## src/rtl/blink_mem_arb_pkg.sv

```systemverilog
// Shared Blink definitions: physical address width, arbiter state encoding,
// idle bus address and the default memory slot length.
package blink_mem_arb_pkg;

  localparam int PA_W           = 22;
  localparam int ACC_CYCLES_DEF = 3;
  localparam logic [PA_W-1:0] MA_IDLE = 22'h3FFFFF;

  typedef enum logic [1:0] {
    IDLE = 2'd0,
    CPU  = 2'd1,
    LCD  = 2'd2
  } arb_state_e;

  typedef struct packed {
    logic [PA_W-1:0] addr;
    logic            wr;
  } mem_req_t;

endpackage

```

## src/rtl/blink_mem_arb_if.sv

```systemverilog
// Requester handshakes plus the shared physical memory port.
// The arbiter takes the master side because it drives the memory pins.
interface blink_mem_arb_if import blink_mem_arb_pkg::*; ();

  logic            cpu_req;
  logic [PA_W-1:0] cpu_ma;
  logic            cpu_wr;
  logic            cpu_ack;
  logic            cpu_wait_n;
  logic            lcd_req;
  logic [PA_W-1:0] lcd_ma;
  logic            lcd_ack;
  logic [7:0]      lcd_data;
  logic [PA_W-1:0] ma;
  logic            mem_oe_n;
  logic            mem_we_n;
  logic [7:0]      mem_di;

  modport master (
    input  cpu_req, cpu_ma, cpu_wr, lcd_req, lcd_ma, mem_di,
    output cpu_ack, cpu_wait_n, lcd_ack, lcd_data, ma, mem_oe_n, mem_we_n
  );

  modport slave (
    output cpu_req, cpu_ma, cpu_wr, lcd_req, lcd_ma, mem_di,
    input  cpu_ack, cpu_wait_n, lcd_ack, lcd_data, ma, mem_oe_n, mem_we_n
  );

endinterface

```

## src/rtl/blink_mem_arb.sv

```systemverilog
// Memory-port arbiter: fixed-length slots shared between the Z80 and the LCD
// fetcher. CPU wins contention until the LCD has lost STARVE_MAX times in a row.
module blink_mem_arb import blink_mem_arb_pkg::*; #(
  parameter int ACC_CYCLES = ACC_CYCLES_DEF,
  parameter int STARVE_MAX = 4
) (
  input  logic             mck,
  input  logic             rin_n,
  blink_mem_arb_if.master  bus
);

  localparam int AW = $clog2(ACC_CYCLES);
  localparam logic [AW-1:0] LAST   = AW'(ACC_CYCLES - 1);
  localparam logic [AW-1:0] WE_END = AW'(ACC_CYCLES - 2);
  localparam logic [2:0]    SMAX   = 3'(STARVE_MAX);

  arb_state_e    state;
  logic [AW-1:0] acc_cnt;
  logic [AW-1:0] acc_nxt;
  logic [2:0]    starve_cnt;
  logic          slot_wr;
  logic          lcd_wins;
  mem_req_t      win;

  assign acc_nxt  = acc_cnt + AW'(1);
  assign lcd_wins = bus.lcd_req & (~bus.cpu_req | (starve_cnt == SMAX));

  always_comb begin
    win.addr = bus.cpu_ma;
    win.wr   = bus.cpu_wr;
    if (lcd_wins) begin
      win.addr = bus.lcd_ma;
      win.wr   = 1'b0;
    end
  end

  // Wait drops out on the ack itself so the Z80 sees the slot end without a gap.
  assign bus.cpu_wait_n = ~(bus.cpu_req & (state != CPU) & ~bus.cpu_ack);

  always_ff @(posedge mck) begin
    if (!rin_n) begin
      state        <= IDLE;
      acc_cnt      <= '0;
      starve_cnt   <= '0;
      slot_wr      <= 1'b0;
      bus.ma       <= MA_IDLE;
      bus.mem_oe_n <= 1'b1;
      bus.mem_we_n <= 1'b1;
      bus.cpu_ack  <= 1'b0;
      bus.lcd_ack  <= 1'b0;
      bus.lcd_data <= 8'h00;
    end else begin
      bus.cpu_ack <= 1'b0;
      bus.lcd_ack <= 1'b0;

      case (state)
        IDLE: begin
          if (bus.cpu_req | bus.lcd_req) begin
            state        <= lcd_wins ? LCD : CPU;
            acc_cnt      <= '0;
            bus.ma       <= win.addr;
            slot_wr      <= win.wr;
            bus.mem_oe_n <= win.wr;
            bus.mem_we_n <= 1'b1;
          end
        end
        CPU, LCD: begin
          if (acc_cnt == LAST) begin
            state        <= IDLE;
            acc_cnt      <= '0;
            bus.ma       <= MA_IDLE;
            bus.mem_oe_n <= 1'b1;
            bus.mem_we_n <= 1'b1;
          end else begin
            acc_cnt      <= acc_nxt;
            // WE spans the inner cycles only: one cycle of address setup and hold.
            bus.mem_we_n <= ~(slot_wr & (acc_nxt <= WE_END));
            // Ack and data are registered together so both are valid in the last cycle.
            if (acc_nxt == LAST) begin
              if (state == LCD) begin
                bus.lcd_ack  <= 1'b1;
                bus.lcd_data <= bus.mem_di;
              end else begin
                bus.cpu_ack  <= 1'b1;
              end
            end
          end
        end
        default: state <= IDLE;
      endcase

      if (!bus.lcd_req)
        starve_cnt <= '0;
      else if (state == IDLE) begin
        if (lcd_wins)
          starve_cnt <= '0;
        else if (starve_cnt != SMAX)
          starve_cnt <= starve_cnt + 3'd1;
      end
    end
  end

endmodule

```

## src/flat_wrapper.sv

```systemverilog
// flat-port wrapper written by rule: the top's interface ports become plain ports
module blink_mem_arb_flat import blink_mem_arb_pkg::*;
#(
  parameter int ACC_CYCLES = ACC_CYCLES_DEF,
  parameter int STARVE_MAX = 4
)
  (mck, rin_n, bus_cpu_req, bus_cpu_ma, bus_cpu_wr, bus_lcd_req, bus_lcd_ma, bus_mem_di, bus_cpu_ack, bus_cpu_wait_n, bus_lcd_ack, bus_lcd_data, bus_ma, bus_mem_oe_n, bus_mem_we_n);
  blink_mem_arb_if bus_i ();
  input  logic mck;
  input  logic rin_n;
  input wire logic [$bits(bus_i.cpu_req)-1:0] bus_cpu_req;
  input wire logic [$bits(bus_i.cpu_ma)-1:0] bus_cpu_ma;
  input wire logic [$bits(bus_i.cpu_wr)-1:0] bus_cpu_wr;
  input wire logic [$bits(bus_i.lcd_req)-1:0] bus_lcd_req;
  input wire logic [$bits(bus_i.lcd_ma)-1:0] bus_lcd_ma;
  input wire logic [$bits(bus_i.mem_di)-1:0] bus_mem_di;
  output wire logic [$bits(bus_i.cpu_ack)-1:0] bus_cpu_ack;
  output wire logic [$bits(bus_i.cpu_wait_n)-1:0] bus_cpu_wait_n;
  output wire logic [$bits(bus_i.lcd_ack)-1:0] bus_lcd_ack;
  output wire logic [$bits(bus_i.lcd_data)-1:0] bus_lcd_data;
  output wire logic [$bits(bus_i.ma)-1:0] bus_ma;
  output wire logic [$bits(bus_i.mem_oe_n)-1:0] bus_mem_oe_n;
  output wire logic [$bits(bus_i.mem_we_n)-1:0] bus_mem_we_n;
  assign bus_i.cpu_req = bus_cpu_req;
  assign bus_i.cpu_ma = bus_cpu_ma;
  assign bus_i.cpu_wr = bus_cpu_wr;
  assign bus_i.lcd_req = bus_lcd_req;
  assign bus_i.lcd_ma = bus_lcd_ma;
  assign bus_i.mem_di = bus_mem_di;
  assign bus_cpu_ack = bus_i.cpu_ack;
  assign bus_cpu_wait_n = bus_i.cpu_wait_n;
  assign bus_lcd_ack = bus_i.lcd_ack;
  assign bus_lcd_data = bus_i.lcd_data;
  assign bus_ma = bus_i.ma;
  assign bus_mem_oe_n = bus_i.mem_oe_n;
  assign bus_mem_we_n = bus_i.mem_we_n;
  blink_mem_arb #(.ACC_CYCLES(ACC_CYCLES), .STARVE_MAX(STARVE_MAX)) u_core (.mck(mck), .rin_n(rin_n), .bus(bus_i));
endmodule
```

## config.mk

```make
export PLATFORM = sky130hd
export DESIGN_NAME = blink_mem_arb_flat
export DESIGN_NICKNAME = d
export VERILOG_FILES = /design/src/rtl/blink_mem_arb_pkg.sv /design/src/rtl/blink_mem_arb_if.sv /design/src/rtl/blink_mem_arb.sv /design/src/flat_wrapper.sv
export SDC_FILE = /design/constraint.sdc
export NUM_CORES = 1
export LEC_CHECK = 0
export ABC_AREA = 1
export CORE_UTILIZATION = 30
export CTS_CLUSTER_DIAMETER = 200
export DETAILED_ROUTE_END_ITERATION = 7
export GPL_ROUTABILITY_DRIVEN = 1
export SYNTH_ARGS = -nofsm -noshare
export SYNTH_HDL_FRONTEND = slang
export SYNTH_SLANG_ARGS = --single-unit
```

## constraint.sdc

```tcl
create_clock -name mck -period 1.7 [get_ports mck]
set_input_delay 0.34 -clock mck [delete_from_list [all_inputs] [get_ports mck]]
set_output_delay 0.34 -clock mck [all_outputs]
set_load 0.01 [all_outputs]
```

* After elaboration in Yosys (flattened, before gate mapping)
Index checks and enable logic that the tools add are counted. Widths: inputs -> output; s select.
Word-level totals: input bits 57, register bits after elaboration 42, word-level logic and storage cells 69, output and inout bits 35
Cells by class: reductions and logical operators 12, $add $sub $neg 2, bitwise logic cells 14, equality and inequality tests 9, $lt $le $gt $ge 1, multiplexer cells 21
Operator list (number):
- $mux 22 | 2
- $pmux 22 s2 | 1
- $mux 23 | 1
- $mux 2 | 5
- $reduce_and 2->1 | 5
- $not 1->1 | 8
- $pmux 2 s2 | 2
- $eq 2x2->1 const B | 3
- $mux 1 | 6
- $mux 3 | 2
- $ne 2x1->1 const B | 3
- $and 1x1->1 | 4
- $pmux 1 s2 | 2
- $reduce_and 4->1 | 1
- $reduce_bool 2->1 | 2
- $reduce_or 4->1 | 1
- $add 3x1->3 const B | 1
- $eq 3x3->1 const B | 1
- $ne 3x3->1 const B | 1
- $reduce_and 3->1 | 1
- $add 2x1->2 const B | 1
- $eq 2x1->1 const B | 1
- $le 2x1->1 const B | 1
- $logic_not 2->1 | 1
- other kinds (2) | 3

* Longest topological paths before layout
depth after elaboration 6, gate-level depth with buffers 10, mapped depth without buffers 9

* Worst setup path before layout
Ideal clock, no wire load.
path kind flip-flop to flip-flop, start register u_core.state[0], end register u_core.bus.ma[20], buffers on the path 1, stages on the path, launching flop included 8, setup slack 0.240 ns, library setup time 0.115 ns, data required time 1.585 ns, clock period less this slack 1.460 ns, data arrival time 1.345 ns, cells stage by stage dfxtp_1 inv_1 ha_1 nand2_1 nand3_4 buf_6 a21oi_1 nand2_1
On the way: word-level cells in the longest chain between the ends 4, elaborated cells on any way between the ends 9, classes of those cells eq/ne (4); mux (1); reduce/logical (4)
RTL lines:
- start, declared | line blink_mem_arb.sv:17 | arb_state_e state;
- start signal, assigned | line blink_mem_arb.sv:59 | state <= lcd_wins ? LCD : CPU;
- $eq 2x1->1 or $eq 2x2->1 (tied branches) | line blink_mem_arb.sv:56 | case (state)
- $reduce_or 2->1 | line blink_mem_arb.sv:56
- $ne 2x1->1 (no line) or $reduce_bool 2->1 (tied branches)
- $reduce_and 3->1 (no line)
- end signal, assigned | line blink_mem_arb.sv:61 | bus.ma <= win.addr;
- end, declared | line blink_mem_arb_if.sv:21 | output cpu_ack, cpu_wait_n, lcd_ack, lcd_data, ma, mem_oe_n, mem_we_n
Parallel ways exist; a longest one is shown, timed or not. A chain may end at the register's enable or synchronous reset.

* Worst setup path after layout
start input port bus_cpu_req, end output port bus_cpu_wait_n
On the way: word-level cells in the longest chain between the ends 3
RTL lines:
- start, declared | line flat_wrapper.sv:11 | input wire logic [$bits(bus_i.cpu_req)-1:0] bus_cpu_req;
- $and 1x1->1 (2 in a row) | line blink_mem_arb.sv:38 | assign bus.cpu_wait_n = ~(bus.cpu_req & (state != CPU) & ~bus.cpu_ack);
- $not 1->1 | line blink_mem_arb.sv:38
- end, declared | line flat_wrapper.sv:18 | output wire logic [$bits(bus_i.cpu_wait_n)-1:0] bus_cpu_wait_n;
No other way between the ends.

==> impl_metrics.json <==
{
  "status": "complete, no violations",
  "post_cts_hold_buffer_count": 0,
  "min-delay-path-class": "flip-flop to flip-flop",
  "firstDrtPassIters": 4,
  "insertion_delay_ns": 0.29,
  "drt_first_iter_violations": 90,
  "leakage_nw": 1.42,
  "part_of_the_power_in_combinational_logic_pct": 39.4,
  "min_period_ns": 1.65,
  "synth.yosys.warnings": 0,
  "required_time_worst_endpoint_ns": 1.36,
  "design.portCount": 92,
  "route.final.wire_length_mm": 5.60,
  "synth.cell_area_mm2": 0.00210,
  "clock-sinks": 42,
  "cts_tree": "yes",
  "grt_antenna_before_repair": 0,
  "first_global_vias": 2108,
  "ctsRootBufferMaster": "sky130_fd_sc_hd__clkbuf_8",
  "chipWidth_um": 85.7,
  "timing.final.max_slew_violations": 0,
  "switchingPower_mw": 0.987,
  "synthesis.instances": 293,
  "largest_clock_skew_in_the_final_design_ns": 0.0116,
  "total_die_area_mm2": 0.00735,
  "power.share.clock_pct": 20.7,
  "post-route-drc-count": 0,
  "maxSlewHeadroom_pct": 75.8,
  "finalSetupViolations": 0,
  "cap_viol_max_count": 0,
  "synth.lib_cells_used.distinct": 23,
  "cts_max_path_buffers": 2,
  "area_delta_synth_final_pct": 55.7,
  "port_buffers": 91,
  "cts.reportedPaths.clkPinSlew_ns": 0.07,
  "detailedPlace.worstSlack_ns": -0.382,
  "drtAntennaViolNets": 0,
  "average_wire_length_per_cell_after_detail_routing_um": 11.5,
  "layout.nets": 456,
  "post_route_cells_drive_above_1_share_pct": 9.97,
  "grt_first_pass_wirelength_mm": 9.64,
  "timing.critical_path.arrival_ns": 1.31,
  "layoutNonFillerInstCount": 487,
  "finish.utilization_pct": 48.2,
  "ys_ff_latch": 42,
  "cell_internal_power_dissipation_mw": 2.04,
  "core_mm2": 0.00679,
  "tightest_slew_ns": 0.359,
  "finalHoldWorstSlack_ns": 0.465,
  "vdd_ir_drop_max_uv": 437,
  "vias": 2168,
  "finalHoldViolations": 0,
  "synth-seq-area-share_pct": 40.0,
  "syn-num-nets": 359,
  "grt_setup_unrepaired": "no",
  "cts_htree_levels": 2,
  "worst_path_max_delay_cell": "sky130_fd_sc_hd__clkdlybuf4s50_1",
  "grt_remaining_overflow": 0,
  "cp_slowest_stage_delay_ns": 0.47,
  "max_clock_freq_mhz": 605,
  "fin_crit_share_pct": 97.2,
  "end_kind": "primary output",
  "antennaDiodeCount": 0,
  "post_synth.cell_area_avg_um2": 7.18,
  "grtUsageTotal_pct": 16.3,
  "post_drt_via_cell_ratio": 4.45,
  "cp_max_fo": 2,
  "timing.final.ws_setup_ns": 0.0480,
  "cellPowerDensity_mw_per_mm2": 925,
  "place_congestion": 0.733,
  "hpwlAfterDp_mm": 4.19,
  "share_seq_of_total_power_pct": 39.9,
  "place_inst": 479,
  "largest_net_degree_at_the_start_of_global_routing": 28,
  "placement_rows": 30,
  "critical_path.cell_chain": "clkdlybuf4s50_1 > or3b_4 > buf_6",
  "switching_share_of_power_pct": 32.6,
  "initial_standard_cell_utilization_of_the_core_pct": 31.0,
  "die_height_um": 85.7,
  "ws_path_type": "input port to primary output",
  "postPlaceCellArea_mm2": 0.00316,
  "worstSetupStartpointType": "input port",
  "finish.instance_area_mm2": 0.00328,
  "cts_bufs_inserted": 5
}
[per-layer routing]
metal | part of all wire [%] | vias to the layer above | GRT usage, %
li1 | - | 1147 | -
met1 | 46 | 958 | 19.4
met2 | 45 | 59 | 27.9
met3 | 8.0 | 4 | 5.77
met4 | 0.75 | 0 | 4.09
met5 | 0 | - | 0
[per-stage QoR]
step	TNS, ns	power (mW)
2_1_floorplan	0	1.86
3_3_place_gp	-0.913	2.40
3_5_place_dp	-1.24	2.42
4_1_cts	0	3.06
5_1_grt	0	3.26
6_report	0	3.03
[path summary, 6_finish.rpt]
check | from | endpoint | slack (ns) | depth (start not counted)
max | bus_cpu_req | bus_cpu_wait_n | 0.05 | 3
min | u_core.bus.ma[17]$_SDFFE_PN1P_ | u_core.bus.ma[17]$_SDFFE_PN1P_ | 0.47 | 2
max reg2reg | u_core.state[0]$_SDFFE_PN0P_ | u_core.bus.lcd_data[0]$_SDFFE_PN0P_ | 0.17 | 8
min reg2reg | u_core.bus.ma[17]$_SDFFE_PN1P_ | u_core.bus.ma[17]$_SDFFE_PN1P_ | 0.47 | 2
[cell usage in the layout (no fill, tap or decap), drive strengths merged]
master	instances
o21ai	11
clkbuf	6
nor4	1
clkinv	3
xor2	1
nor2	26
a21oi	28
buf	16
dfxtp	42
inv	14
nand3	52
or3b	1
nand2	90
ha	9
nand4	1
clkdlybuf4s50	90
[sequential cells by signal, summed over array words and instances, names as in the netlist, 2 cells and up]
name                 count
u_core.bus.lcd_data      8
u_core.state             2
u_core.acc_cnt           2
u_core.bus.ma           22
u_core.starve_cnt        3
[cells by family after synthesis]
group / after synthesis / synth area share, %
flip-flops: 42 / 40.0
XOR/XNOR: 1 / 0.416
adder cells (fa/ha/maj): 9 / 5.35
AO/OA/AOI/OAI: 39 / 9.28
buffers and inverters: 31 / 8.51
AND/OR/NAND/NOR: 171 / 36.5
[timing repair]
action	in CTS	in global routing
gates resized for setup	8	6
setup endpoints to repair	5	29
buffers inserted	0	0
pin swaps	1	0
cloned	0	0
[area by class of cell]
class,count,area (um^2)
fill,684,3520
sequential,42,842
timing repair buffer,106,1060
clock buffer,6,72.6
tap,96,120
clock inverter,2,13.8
multi-input combinational,220,1100
inverter,15,61.3
[worst max-delay path, delay by kind of cell]
family	cells	cell delay (ns)
buffers and inverters	2	0.60
AND/OR/NAND/NOR	1	0.37
[power groups by stage]
stage	logic [mW]	registers (mW)	clock network, mW
after floorplan	0.565	1.29	0
after global placement	1.18	1.23	0
after detailed placement	1.18	1.23	0
after CTS	1.20	1.21	0.657
after global routing	1.34	1.23	0.690
final	1.19	1.21	0.626
[cells in the mapped netlist]
cell | count | area [um^2]
sky130_fd_sc_hd__nand2_1 | 86 | 323
sky130_fd_sc_hd__nand3_1 | 50 | 250
sky130_fd_sc_hd__dfxtp_1 | 42 | 841
sky130_fd_sc_hd__a21oi_1 | 28 | 140
sky130_fd_sc_hd__nor2_1 | 25 | 93.8
sky130_fd_sc_hd__inv_1 | 11 | 41.3
sky130_fd_sc_hd__o21ai_0 | 11 | 55.1
sky130_fd_sc_hd__ha_1 | 9 | 113
sky130_fd_sc_hd__buf_6 | 7 | 78.8
sky130_fd_sc_hd__clkbuf_1 | 5 | 18.8
sky130_fd_sc_hd__inv_2 | 3 | 11.3
sky130_fd_sc_hd__nand2_4 | 3 | 33.8
sky130_fd_sc_hd__buf_2 | 2 | 10.0
sky130_fd_sc_hd__buf_4 | 2 | 15.0
sky130_fd_sc_hd__clkinv_1 | 1 | 3.75
sky130_fd_sc_hd__nand2_2 | 1 | 6.26
sky130_fd_sc_hd__nand3_2 | 1 | 10.0
sky130_fd_sc_hd__nand3_4 | 1 | 17.5
sky130_fd_sc_hd__nand4_1 | 1 | 6.26
sky130_fd_sc_hd__nor2_4 | 1 | 11.3
sky130_fd_sc_hd__nor4_1 | 1 | 6.26
sky130_fd_sc_hd__or3b_2 | 1 | 8.76
sky130_fd_sc_hd__xor2_1 | 1 | 8.76
Power figures use the tool's default switching activity.
